[src/rtl/apb_regbank_pkg.sv]
// Shared types and helpers for the APB register bank slave.
package apb_regbank_pkg;

    typedef enum logic [1:0] {
        IDLE   = 2'd0,
        SETUP  = 2'd1,
        ACCESS = 2'd2
    } apb_state_e;

    localparam logic RESP_OK  = 1'b0;
    localparam logic RESP_ERR = 1'b1;

    // Number of byte-offset address bits below the word index.
    function automatic int BYTE_OFS_W(input int data_w);
        return $clog2(data_w / 8);
    endfunction

endpackage

[src/rtl/apb_wait_ctr.sv]
// Loadable down-counter used to insert APB wait states; saturates at zero.
module apb_wait_ctr #(
    parameter int WAIT_W = 4
) (
    input  logic              clk,
    input  logic              reset,
    input  logic              load,
    input  logic [WAIT_W-1:0] load_val,
    input  logic              dec,
    output logic              zero,
    output logic [WAIT_W-1:0] cnt
);

    always_ff @(posedge clk or negedge reset) begin
        if (!reset)
            cnt <= '0;
        else if (load)
            cnt <= load_val;
        else if (dec && cnt != '0)
            cnt <= cnt - 1'b1;
    end

    assign zero = (cnt == '0);

endmodule

[src/rtl/apb_slave_regbank.sv]
// APB3 slave: DEPTH-word register bank, programmable wait states, PSLVERR on out-of-range.
// Define APB_SLAVE_PSTRB_EN to add APB4 byte strobes (pstrb) on writes.
module apb_slave_regbank import apb_regbank_pkg::*; #(
    parameter int ADDR_W = 8,
    parameter int DATA_W = 32,
    parameter int DEPTH  = 16,
    parameter int WAIT_W = 4
) (
    input  logic                clk,
    input  logic                reset,
    input  logic                psel,
    input  logic                penable,
    input  logic [ADDR_W-1:0]   paddr,
    input  logic                pwrite,
    input  logic [DATA_W-1:0]   pwdata,
`ifdef APB_SLAVE_PSTRB_EN
    input  logic [DATA_W/8-1:0] pstrb,
`endif
    input  logic [WAIT_W-1:0]   wait_cycles,
    output logic                pready,
    output logic [DATA_W-1:0]   prdata,
    output logic                pslverr
);

    localparam int NB     = DATA_W / 8;
    localparam int OFS_W  = BYTE_OFS_W(DATA_W);
    localparam int IDX_W  = ADDR_W - OFS_W;
    localparam int RIDX_W = (DEPTH > 1) ? $clog2(DEPTH) : 1;

    apb_state_e        state, state_nx;
    logic [IDX_W-1:0]  idx_in, idx_q;
    logic [RIDX_W-1:0] ridx;
    logic              wr_q;
    logic [DATA_W-1:0] wdata_q;
    logic [NB-1:0]     strb_in, strb_q;
    logic              capture, done, dec, oor, rdy_nx;
    logic              cnt_zero;
    logic [WAIT_W-1:0] cnt;
    logic [DATA_W-1:0] regs [DEPTH];

`ifdef APB_SLAVE_PSTRB_EN
    assign strb_in = pstrb;
`else
    assign strb_in = '1;
`endif

    assign idx_in = IDX_W'(paddr >> OFS_W);
    assign oor    = {1'b0, idx_q} >= (IDX_W + 1)'(DEPTH);
    assign ridx   = oor ? '0 : RIDX_W'(idx_q);

    apb_wait_ctr #(.WAIT_W(WAIT_W)) u_wait_ctr (
        .clk      (clk),
        .reset    (reset),
        .load     (capture),
        .load_val (wait_cycles),
        .dec      (dec),
        .zero     (cnt_zero),
        .cnt      (cnt)
    );

    // A completing ACCESS may chain straight into the next SETUP.
    always_comb begin
        state_nx = state;
        capture  = 1'b0;
        done     = 1'b0;
        dec      = 1'b0;
        case (state)
            IDLE: begin
                if (psel && !penable) begin
                    state_nx = SETUP;
                    capture  = 1'b1;
                end
            end
            SETUP: state_nx = ACCESS;
            ACCESS: begin
                if (cnt_zero) begin
                    done = 1'b1;
                    if (psel && !penable) begin
                        state_nx = SETUP;
                        capture  = 1'b1;
                    end else begin
                        state_nx = IDLE;
                    end
                end else if (!psel || !penable) begin
                    state_nx = IDLE;
                end else begin
                    dec = 1'b1;
                end
            end
            default: state_nx = IDLE;
        endcase
    end

    // pready is registered, so it is raised on the edge entering the last ACCESS cycle.
    assign rdy_nx = (state == SETUP && cnt_zero) || (dec && cnt == WAIT_W'(1));

    always_ff @(posedge clk or negedge reset) begin
        if (!reset) begin
            state   <= IDLE;
            idx_q   <= '0;
            wr_q    <= 1'b0;
            wdata_q <= '0;
            strb_q  <= '0;
            pready  <= 1'b0;
            prdata  <= '0;
            pslverr <= RESP_OK;
        end else begin
            state <= state_nx;
            if (capture) begin
                idx_q   <= idx_in;
                wr_q    <= pwrite;
                wdata_q <= pwdata;
                strb_q  <= strb_in;
            end
            pready  <= rdy_nx;
            pslverr <= (rdy_nx && oor) ? RESP_ERR : RESP_OK;
            prdata  <= (rdy_nx && !wr_q && !oor) ? regs[ridx] : '0;
        end
    end

    always_ff @(posedge clk or negedge reset) begin
        if (!reset) begin
            for (int i = 0; i < DEPTH; i++)
                regs[i] <= '0;
        end else if (done && wr_q && !oor) begin
            for (int b = 0; b < NB; b++)
                if (strb_q[b])
                    regs[ridx][b*8 +: 8] <= wdata_q[b*8 +: 8];
        end
    end

endmodule

[config.mk]
export PLATFORM = sky130hd
export DESIGN_NAME = apb_slave_regbank
export DESIGN_NICKNAME = d
export VERILOG_FILES = /design/src/rtl/apb_regbank_pkg.sv /design/src/rtl/apb_wait_ctr.sv /design/src/rtl/apb_slave_regbank.sv
export SDC_FILE = /design/constraint.sdc
export NUM_CORES = 1
export LEC_CHECK = 0
export ABC_CLOCK_PERIOD_IN_PS = 4400
export CORE_MARGIN = 1
export CORE_UTILIZATION = 55
export CTS_CLUSTER_DIAMETER = 120
export CTS_CLUSTER_SIZE = 8
export DETAILED_ROUTE_END_ITERATION = 16
export HOLD_SLACK_MARGIN = 0.06
export PLACE_DENSITY = 0.73
export SETUP_SLACK_MARGIN = 0.02
export SLEW_MARGIN = 25
export SYNTH_ARGS = -nofsm -noshare
export SYNTH_HDL_FRONTEND = slang
export SYNTH_HIERARCHICAL = 1
export SYNTH_SLANG_ARGS = --single-unit
[constraint.sdc]
create_clock -name clk -period 4.4 [get_ports clk]
set_clock_uncertainty 0.15 [all_clocks]
set_input_delay 1.1 -clock clk [delete_from_list [all_inputs] [get_ports clk]]
set_output_delay 1.1 -clock clk [all_outputs]
set_load 0.01 [all_outputs]
Yosys cells after proc, flatten, opt, wreduce, memory -nomap -nowiden
Index checks and enable logic that the tools add are counted.
- add/sub/neg operators: 1
- order comparisons: 3
- equality and inequality tests: 5
- multiplexer cells: 40
- bitwise operators: 1
- reduce and logical (&&, ||, !) cells: 21
- operators by type and width (kind ; number):
    $mux 512 ; 7
    $bwmux 512 ; 4
    $demux 32 s4 ; 4
    $bmux 32 s4 ; 1
    $mux 32 ; 4
    $mux 24 ; 1
    $mux 16 ; 1
    $mux 4 ; 3
    $logic_and 1x1->1 ; 10
    $mux 1 ; 9
    $mux 8 ; 1
    $ge 6x5->1 const B ; 1
    $mux 2 ; 3
    $pmux 2 s3 ; 1
    $ge 5x5->1 const B ; 1
    $lt 5x1->1 const B ; 1
    $not 4->5 ; 1
    $eq 4x1->1 const B ; 1
    $logic_not 1->1 ; 4
    $logic_not 4->1 ; 1
    $reduce_bool 4->1 ; 1
    $sub 4x1->4 const B ; 1
    $ne 3x3->1 const B ; 1
    $eq 2x1->1 const B ; 1
    7 further kinds ; 8
- register bits after elaboration: 592
- input port bits: 49
- output and inout bits: 34
- word-level logic and storage cells: 96

Depth between registers and ports, before layout
Gate-level depths: netlist of run 1.
- depth after elaboration: 18
- mapped depth: 12

Hierarchy
The synthesis of run 1 kept the hierarchy.
- by module, submodules not included (module ; instances ; cells each ; area each (um2) ; sequential area each (um2)):
    apb_slave_regbank ; 1 ; 2078 ; 26860.8 ; 14714.1
    apb_wait_ctr ; 1 ; 27 ; 252.7 ; 100.1

Least setup slack after synthesis of run 1
OpenSTA, ideal clock, no wires.
- path type: register to register
- start: reg u_wait_ctr.cnt[0]
- end: reg u_wait_ctr.cnt[3]
- library setup time: 126 ps
- arrival time: 2817 ps
- setup slack: 1307 ps
- cell stages (with the launch flop): 13
- period minus slack after synthesis: 3093 ps
- cells stage by stage: dfrtp_1 -> inv_1 -> ha_1 -> or3b_4 -> inv_1 -> nor2_1 -> or4b_2 -> clkbuf_1 -> clkbuf_1 -> inv_1 -> buf_1 -> nor3_1 -> a221o_1
- elaborated cells between the ends (all ways): 11
- classes of those cells: add/sub (1); mux (6); reduce/logical (4)
- RTL lines (what ; RTL line ; source):
    start: declaration ; apb_wait_ctr.sv:11 ; output logic [WAIT_W-1:0] cnt
    start signal: assignment ; apb_wait_ctr.sv:18 ; cnt <= load_val;
    start signal: assignment ; apb_wait_ctr.sv:20 ; cnt <= cnt - 1'b1;
    $logic_not 4->1 (*) ; apb_wait_ctr.sv:23 ; assign zero = (cnt == '0);
    via cnt_zero ; apb_slave_regbank.sv:37 ; logic cnt_zero;
    $mux 1 (*) ; apb_slave_regbank.sv:76 ; if (cnt_zero) begin
    $pmux 1 s2 (*) ; apb_slave_regbank.sv:67 ; case (state)
    via capture ; apb_slave_regbank.sv:36 ; logic capture, done, dec, oor, rdy_nx;
    $mux 4 / $reduce_bool 2->1 (equally long branches) ; - ;
The timed path passes the listed nets; every way through them passes the cells marked *. The select of a mux whose other input is x is not followed.
A chain may end at the register's enable or synchronous reset.

Worst setup path in the final report of run 1
- start: reg u_wait_ctr.cnt[0]
- end: reg regs[160] in the netlist's numbering
- longest elaborated chain between the ends: 5
- RTL lines (what ; RTL line ; source):
    $logic_not 4->1 ; apb_wait_ctr.sv:23 ;
    via cnt_zero ; apb_slave_regbank.sv:37 ;
    $mux 1 ; apb_slave_regbank.sv:76 ;
    $mux 1 ; apb_slave_regbank.sv:67 ;
    $logic_and 1x1->1 (2 in a row) ; apb_slave_regbank.sv:125 ; end else if (done && wr_q && !oor) begin
    end signal: indexed assignment ; apb_slave_regbank.sv:128 ; regs[ridx][b*8 +: 8] <= wdata_q[b*8 +: 8];
    end: declaration ; apb_slave_regbank.sv:39 ; logic [DATA_W-1:0] regs [DEPTH];
The timed path passes the listed nets, and every way through them passes these cells.

==> results of run 1 <==
==> area by class of cell <==
class	count	area, sq um
Timing Repair Buffer	153	1504
Fill cell	3564	17290
Inverter	8	30.03
Sequential cell	592	14820
Clock inverter	1	8.758
Clock buffer	89	2185
Antenna cell	1	2.502
Tap cell	656	820.8
Multi-Input combinational cell	1318	11480
==> Yosys cell counts, drive strengths merged (9+ instances only) <==
master and number:
clkbuf 87, a2bb2oi 21, o21ai 32, nor4b 12, nand2b 24, a21oi 86
dfrtp 592, nor3b 62, or2 22, nand2 52, mux2i 67, buf 100
or3 9, mux2 553, o221ai 32, o21bai 29, a211o 21, nor2 144
o22ai 45, nor3 23, nor4 21
==> logic make-up after synthesis <==
logic type	after synthesis	share of synthesized area (%)
muxes	628	26.11
and+or+nand+nor	390	8.449
buffers and inverters	195	3.369
AOI/OAI and AO/OA	299	7.393
adders and majority gates	1	0.04614
DFF	592	54.64
==> registers in the layout, summed over array words and instances, names as in the netlist <==
register and count:
idx_q 6, prdata 32, pready 1, pslverr 1
regs 512, state 2, strb_q 1, u_wait_ctr/cnt 4
wdata_q 32, wr_q 1
==> report_power, final <==
| part | internal, mW | switching (mW) |
|---|---|---|
| combinational | 0.900 | 1.40 |
| clock | 3.44 | 2.16 |
| sequential | 5.64 | 0.575 |
| total | 9.98 | 4.14 |
==> cell usage in the layout, fill, tap and decap left out, drive strengths merged, types with 9 or more instances in the layout <==
cell	instances
clkdlybuf4s50	79
mux2	553
or3	9
nor4	21
dfrtp	592
buf	74
o21ai	32
nand2b	24
or2	22
nor2	144
inv	9
a21oi	86
o221ai	32
a2bb2oi	21
o22ai	45
a211o	21
clkbuf	89
nor3b	62
mux2i	67
nand2	52
nor3	23
o21bai	29
nor4b	12
==> through the flow <==
stage / util [%] / hold WS [ps] / area (sq um) / power, mW / instances
finish: 64.08 / 328.3 / 30850 / 14.12 / 2818
global route: 64.08 / 352.3 / 30850 / 14.65 / 2817
CTS: 64.08 / 332.1 / 30850 / 14.18 / 2817
detailed placement: 59.52 / 317.2 / 28660 / 8.567 / 2727
global placement: 59.52 / 309.0 / 28660 / 8.491 / 2727
floorplan: - / 298.4 / 27110 / 7.633 / 2105
==> layer usage <==
| metal | GRT usage (%) | vias up |
|---|---|---|
| li1 | - | 7648 |
| met1 | 40.20 | 9468 |
| met2 | 47.16 | 623 |
| met3 | 5.968 | 160 |
| met4 | 11.27 | 2 |
| met5 | 0 | - |
==> how the worst max path moves through the flow <==
| stage | end | depth (start not counted) |
|---|---|---|
| 5_1_grt | regs[182]$_DFFE_PN0P_ | 10 |
| 3_5_place_dp | prdata[19]$_DFF_PN0_ | 8 |
| 3_3_place_gp | prdata[27]$_DFF_PN0_ | 8 |
| 6_report | regs[160]$_DFFE_PN0P_ | 10 |
| 2_1_floorplan | u_wait_ctr/cnt[3]$_DFFE_PN0P_ | 12 |
| 4_1_cts | regs[182]$_DFFE_PN0P_ | 10 |
==> key figures, run 1 <==
Global route
  • Total grt overflow: 0
  • Number of global-route vias before repair: between 15,000 and 20,000
  • First-pass GRT wire length: 112.5 mm
  • Total GRT Usage: between 20% and 30%
  • Largest net degree at the start of global routing: 132
  • Initial antenna violation count: 1

Synthesis
  • Synth top area share: a little over half
  • Mapped cell area: around 27,000 sq um
  • Netlist cell types: 68
  • Cell taking the most area after synthesis: dfrtp_1
  • Avg Cell Area, Syn: 12.88 sq um
  • Post-synth EDFFs: 0
  • Syn Inst Count: approximately 2,100
  • Yosys reg bits: 592
  • Sequential share of the synthesized area: between 50 and 60%
  • Top FF cell, synth: dfrtp_1
  • Top post-synthesis cells by area: dfrtp_1 (55%), mux2_2 (22%), mux2i_1 (2.5%), nor2_1 (2.0%), nor3b_1 (1.7%)
  • Net Count, Synth: 2,155
  • Ys Warns: 6
  • Ys async rst share: 100.0%

Routing
  • Top Metal Used: met5
  • WL met1: slightly above 30 mm
  • Antenna Violating Nets Remaining: 0
  • DRC viols: 0
  • Final wirelength: 72.13 mm
  • Routed met2 length: 34.51 mm
  • Metal3 WL: between 4 and 5 mm
  • Routed vias/inst: 6.352
  • Via Count: roughly 18,000
  • Drt first pass iters: 5
  • Post-detailed-route wirelength per cell: approximately 26 um
  • Drt initial violations: between 1,000 and 1,500

Worst setup path
  • Crit path launch: u_wait_ctr/cnt[0]$_DFFE_PN0P_
  • Reg-to-Reg End: regs[160]$_DFFE_PN0P_
  • R2R depth: 10
  • Critical path's slowest cell: buf_4
  • Critical path fanouts, max: 25
  • R2r startpoint: u_wait_ctr/cnt[0]$_DFFE_PN0P_
  • Worst path arrival time: a little under 4000 ps
  • Buf+Inv Stages, Crit Path: 4
  • Crit start category: register
  • Worst path cell trace: inv_1 > ha_1 > or3b_4 > inv_1 > and3b_1 > nand4_1 > buf_4 > nor3_4 > buf_4 > mux2_2
  • Reg2Reg Setup Slack: around 810 ps
  • Crit path max-delay family: simple AND/OR/NAND/NOR gates
  • Setup Crit Path Kind: register to register
  • CP max stage delay: a little over 500 ps
  • Kind of end point of the critical path: register
  • Worst path required time: ~4700 ps

Die
  • Initial core utilization: between 50 and 60%
  • Die height: 224.0 um
  • Num rows: 80
  • Die width: about 220 um
  • Placeable Area: ~48,000 sq um
  • Die area: 50,190 sq um
  • Ports: 83

STA
  • F_max: between 200 and 300 MHz
  • Slew of the pin with the lowest slew margin: ~900 ps
  • Worst Setup Slack, final: just over 800 ps
  • Final Max Slew Viols: 0
  • Period utilisation layout: between 80% and 90%
  • RSZ-0062 raised after global routing: no
  • Relative slew slack: 39.77%
  • Setup violations, final: 0
  • Final min period: 3591 ps
  • Final Hold Fails: 0
  • TNS Setup: 0 ps

Clock tree
  • Maximum root-to-sink buffer count: 3
  • Post-CTS setup buffers: 0
  • TritonCTS Buffers: 83
  • Post_cts resized: 0
  • CTS clock-pin slew for the worst setup and hold paths: ~50 ps
  • Worst skew pair latency: about 600 ps
  • Clock root buffer: clkbuf_16
  • CTS tree: done
  • CTS hold repair buffers: 0
  • Clk sinks: between 500 and 600
  • H-tree depth: 3

Finish
  • P&R area growth vs syn: 13.79%
  • Nets@finish: about 2,200
  • Share of layout cells above drive strength 1: roughly a third

Outcome
  • Outcome: finished, final reports clean

Run
  • MaxCap Viol Count: 0

Placement
  • DP Wirelength: about 42 mm
  • Routability cong.: between 0.8 and 0.9
  • Pre-CTS setup slack: 833.3 ps
  • PortBufs: 80

Hold path
  • Hold Path Stages: 1
  • WHS Endpoint: regs[181]$_DFFE_PN0P_
  • Hold Path Class: register to register
  • Worst hold start: regs[181]$_DFFE_PN0P_

Pwr
  • Pwr per Cell Area: 457.5 nW/um^2
  • Lkg Pwr: about 15 nW
  • VDD IR-drop max: 0.0003666 V
Power figures use the tool's default switching activity.
==> inputs of run 2 (changes only) <==
- ABC_CLOCK_PERIOD_IN_PS: 4400 -> 3100
- PLACE_DENSITY: 0.73 -> 0.75
- clock period: 4.4 -> 3.1 ns (I/O delays scaled with it)
==> run 2 against run 1 <==
Effect of this change:
- first-iteration DRC count rose by 24%
- sequential share of layout area fell by 0.88 points
- via count rose by 2.6%
- highest routed layer unchanged
==> key figures, run 2 (synthesized netlist as in run 1, its figures left out) <==
Worst setup path
  • Critical path's slowest cell: or3b_4
  • Worst path required time: ~3400 ps
  • Worst path arrival time: 3370 ps
  • Kind of end point of the critical path: register
  • R2r startpoint: u_wait_ctr/cnt[0]$_DFFE_PN0P_
  • Worst path cell trace: inv_1 > ha_2 > or3b_4 > inv_2 > and3b_2 > nand4_1 > buf_6 > nor3_4 > buf_6 > buf_12 > buf_16 > mux2_2
  • Crit start category: register
  • Critical path fanouts, max: 12
  • CP max stage delay: around 420 ps
  • Setup Crit Path Kind: register to register
  • Crit path launch: u_wait_ctr/cnt[0]$_DFFE_PN0P_
  • Most used cell, CP: buf_6

Global route
  • Largest net degree at the start of global routing: ~70
  • Initial antenna violation count: 3
  • Total GRT Usage: between 30% and 40%
  • Number of global-route vias before repair: around 19,000
  • Total grt overflow: 0
  • First-pass GRT wire length: about 110 mm

Pwr
  • Clock power share: about two fifths
  • Lkg Pwr: 15.18 nW
  • Sw Pwr: approximately 6.0 mW
  • Reg power frac: 43.2%
  • Final Power: slightly above 20 mW
  • Pwr per Cell Area: between 600 and 700 nW/um^2
  • Sw frac: between 20 and 30%
  • Logic pwr share: approximately 17%
  • VDD IR-drop max: around 0.00046 V
  • Int Pwr: ~14 mW

Finish
  • Share of layout cells above drive strength 1: 36.58%
  • Filler cell count in the final layout: about 3,500
  • Max reg flops: ~510
  • Largest regs: regs (512), prdata (32), wdata_q (32)
  • Reg area: about 15,000 sq um
  • P&R area growth vs syn: 15.92%
  • Most common cell after layout, fill and taps aside: dfrtp_1
  • Largest Register: regs
  • Commonest cells after routing, fill and taps aside: dfrtp_1 (590), mux2_2 (522), nor2_1 (140)
  • Nets@finish: 2,254
  • Multi-input gate area: 11,490 sq um

Routing
  • Antenna Violating Nets Remaining: 0
  • Final wirelength: about 75 mm
  • Post-detailed-route wirelength per cell: about 26 um
  • DRC viols: 0
  • Routed vias/inst: 6.409
  • Via Count: ~18,000
  • Drt initial violations: ~1,600
  • Drt first pass iters: 5

Clock tree
  • Clk sinks: a little under 600
  • CTS tree: done
  • Clock root buffer: clkbuf_16
  • CTS clock-pin slew for the worst setup and hold paths: 50 ps
  • TritonCTS Buffers: a little over 80
  • H-tree depth: 3
  • Worst skew pair latency: approximately 620 ps
  • Maximum root-to-sink buffer count: 3

Run
  • MaxCap Viol Count: 0

Die
  • Placeable Area: roughly 48,000 sq um
  • Die height: ~220 um
  • Die area: 50,190 sq um
  • Initial core utilization: a little under three fifths
  • Ports: a little over 80
  • Die width: roughly 220 um
  • Num rows: 80

Placement
  • DP Wirelength: 44.82 mm
  • Pre-CTS setup slack: -21.76 ps
  • PortBufs: 80
  • Routability cong.: slightly above 0.8

STA
  • RSZ-0062 raised after global routing: yes
  • Final min period: between 3000 and 4000 ps
  • Final Max Slew Viols: 0
  • Slew of the pin with the lowest slew margin: just over 700 ps
  • Period utilisation layout: 97.73%
  • Worst Setup Slack, final: around 70 ps
  • Relative slew slack: roughly half
  • Setup violations, final: 0
  • F_max: 330.1 MHz
  • Final Hold Fails: 0

Hold path
  • Hold Path Class: register to register
  • Worst hold start: regs[181]$_DFFE_PN0P_

Outcome
  • Outcome: finished, final reports clean
run 2: through the flow:
step                area (sq um)  hold WS [ps]  setup TNS (ps)  cells  utilization [%]
floorplan                  27110         298.4               0   2105                -
global placement           29100         309.7          -30.32   2769            60.44
detailed placement         29100         315.8          -21.76   2769            60.44
CTS                        31360         326.4               0   2863            65.13
global route               31430         333.2               0   2865            65.27
finish                     31430         322.9               0   2866            65.28
run 2: layer usage:
layer	up-vias	track usage, %	wire, um
met5	-	0	8
met4	2	11.22	2447
met3	183	6.676	5706
met2	774	48.41	35430
met1	9642	40.89	31130
li1	7767	-	-
run 2: layout make-up:
class	count	share of cell area, %
Clock inverter	1	0.02787
Multi-Input combinational cell	1318	36.56
Timing Repair Buffer	201	6.585
Sequential cell	592	47.16
Antenna cell	1	0.007962
Clock buffer	89	6.951
Inverter	8	0.09555
Tap cell	656	2.612
run 2: path summary, 6_finish.rpt:
path	end	slack, ps	depth (start not counted)
min	regs[181]$_DFFE_PN0P_	320	1
max reg2reg	regs[342]$_DFFE_PN0P_	70	12
min in group asynchronous	regs[322]$_DFFE_PN0P_	610	2
max	regs[342]$_DFFE_PN0P_	70	12
max in group asynchronous	regs[23]$_DFFE_PN0P_	1390	3
min reg2reg	regs[181]$_DFFE_PN0P_	320	1
run 2: timing repair:
item,CTS,global route
hold endpoints to repair,43,0
buffers inserted,2,2
resized for setup,3,6
endpoints found under the setup margin,16,197
hold buffers,1,0
cloned,1,1
run 2: critical path: cells and delay by family (launching register included):
kind                     cells  cell delay [ps]
flip-flops                   1              390
adder cells (fa/ha/maj)      1              220
buffers and inverters        6              830
AND/OR/NAND/NOR              4              960
multiplexers                 1              350
run 2: power groups by stage:
stage,Clock [mW],Combinational [mW],Sequential [mW]
after floorplan,0,2.49,8.35
after global placement,0,3.38,8.81
after detailed placement,0,3.45,8.85
after CTS,8.06,3.49,8.73
after global routing,8.36,3.77,8.81
final,7.98,3.52,8.76
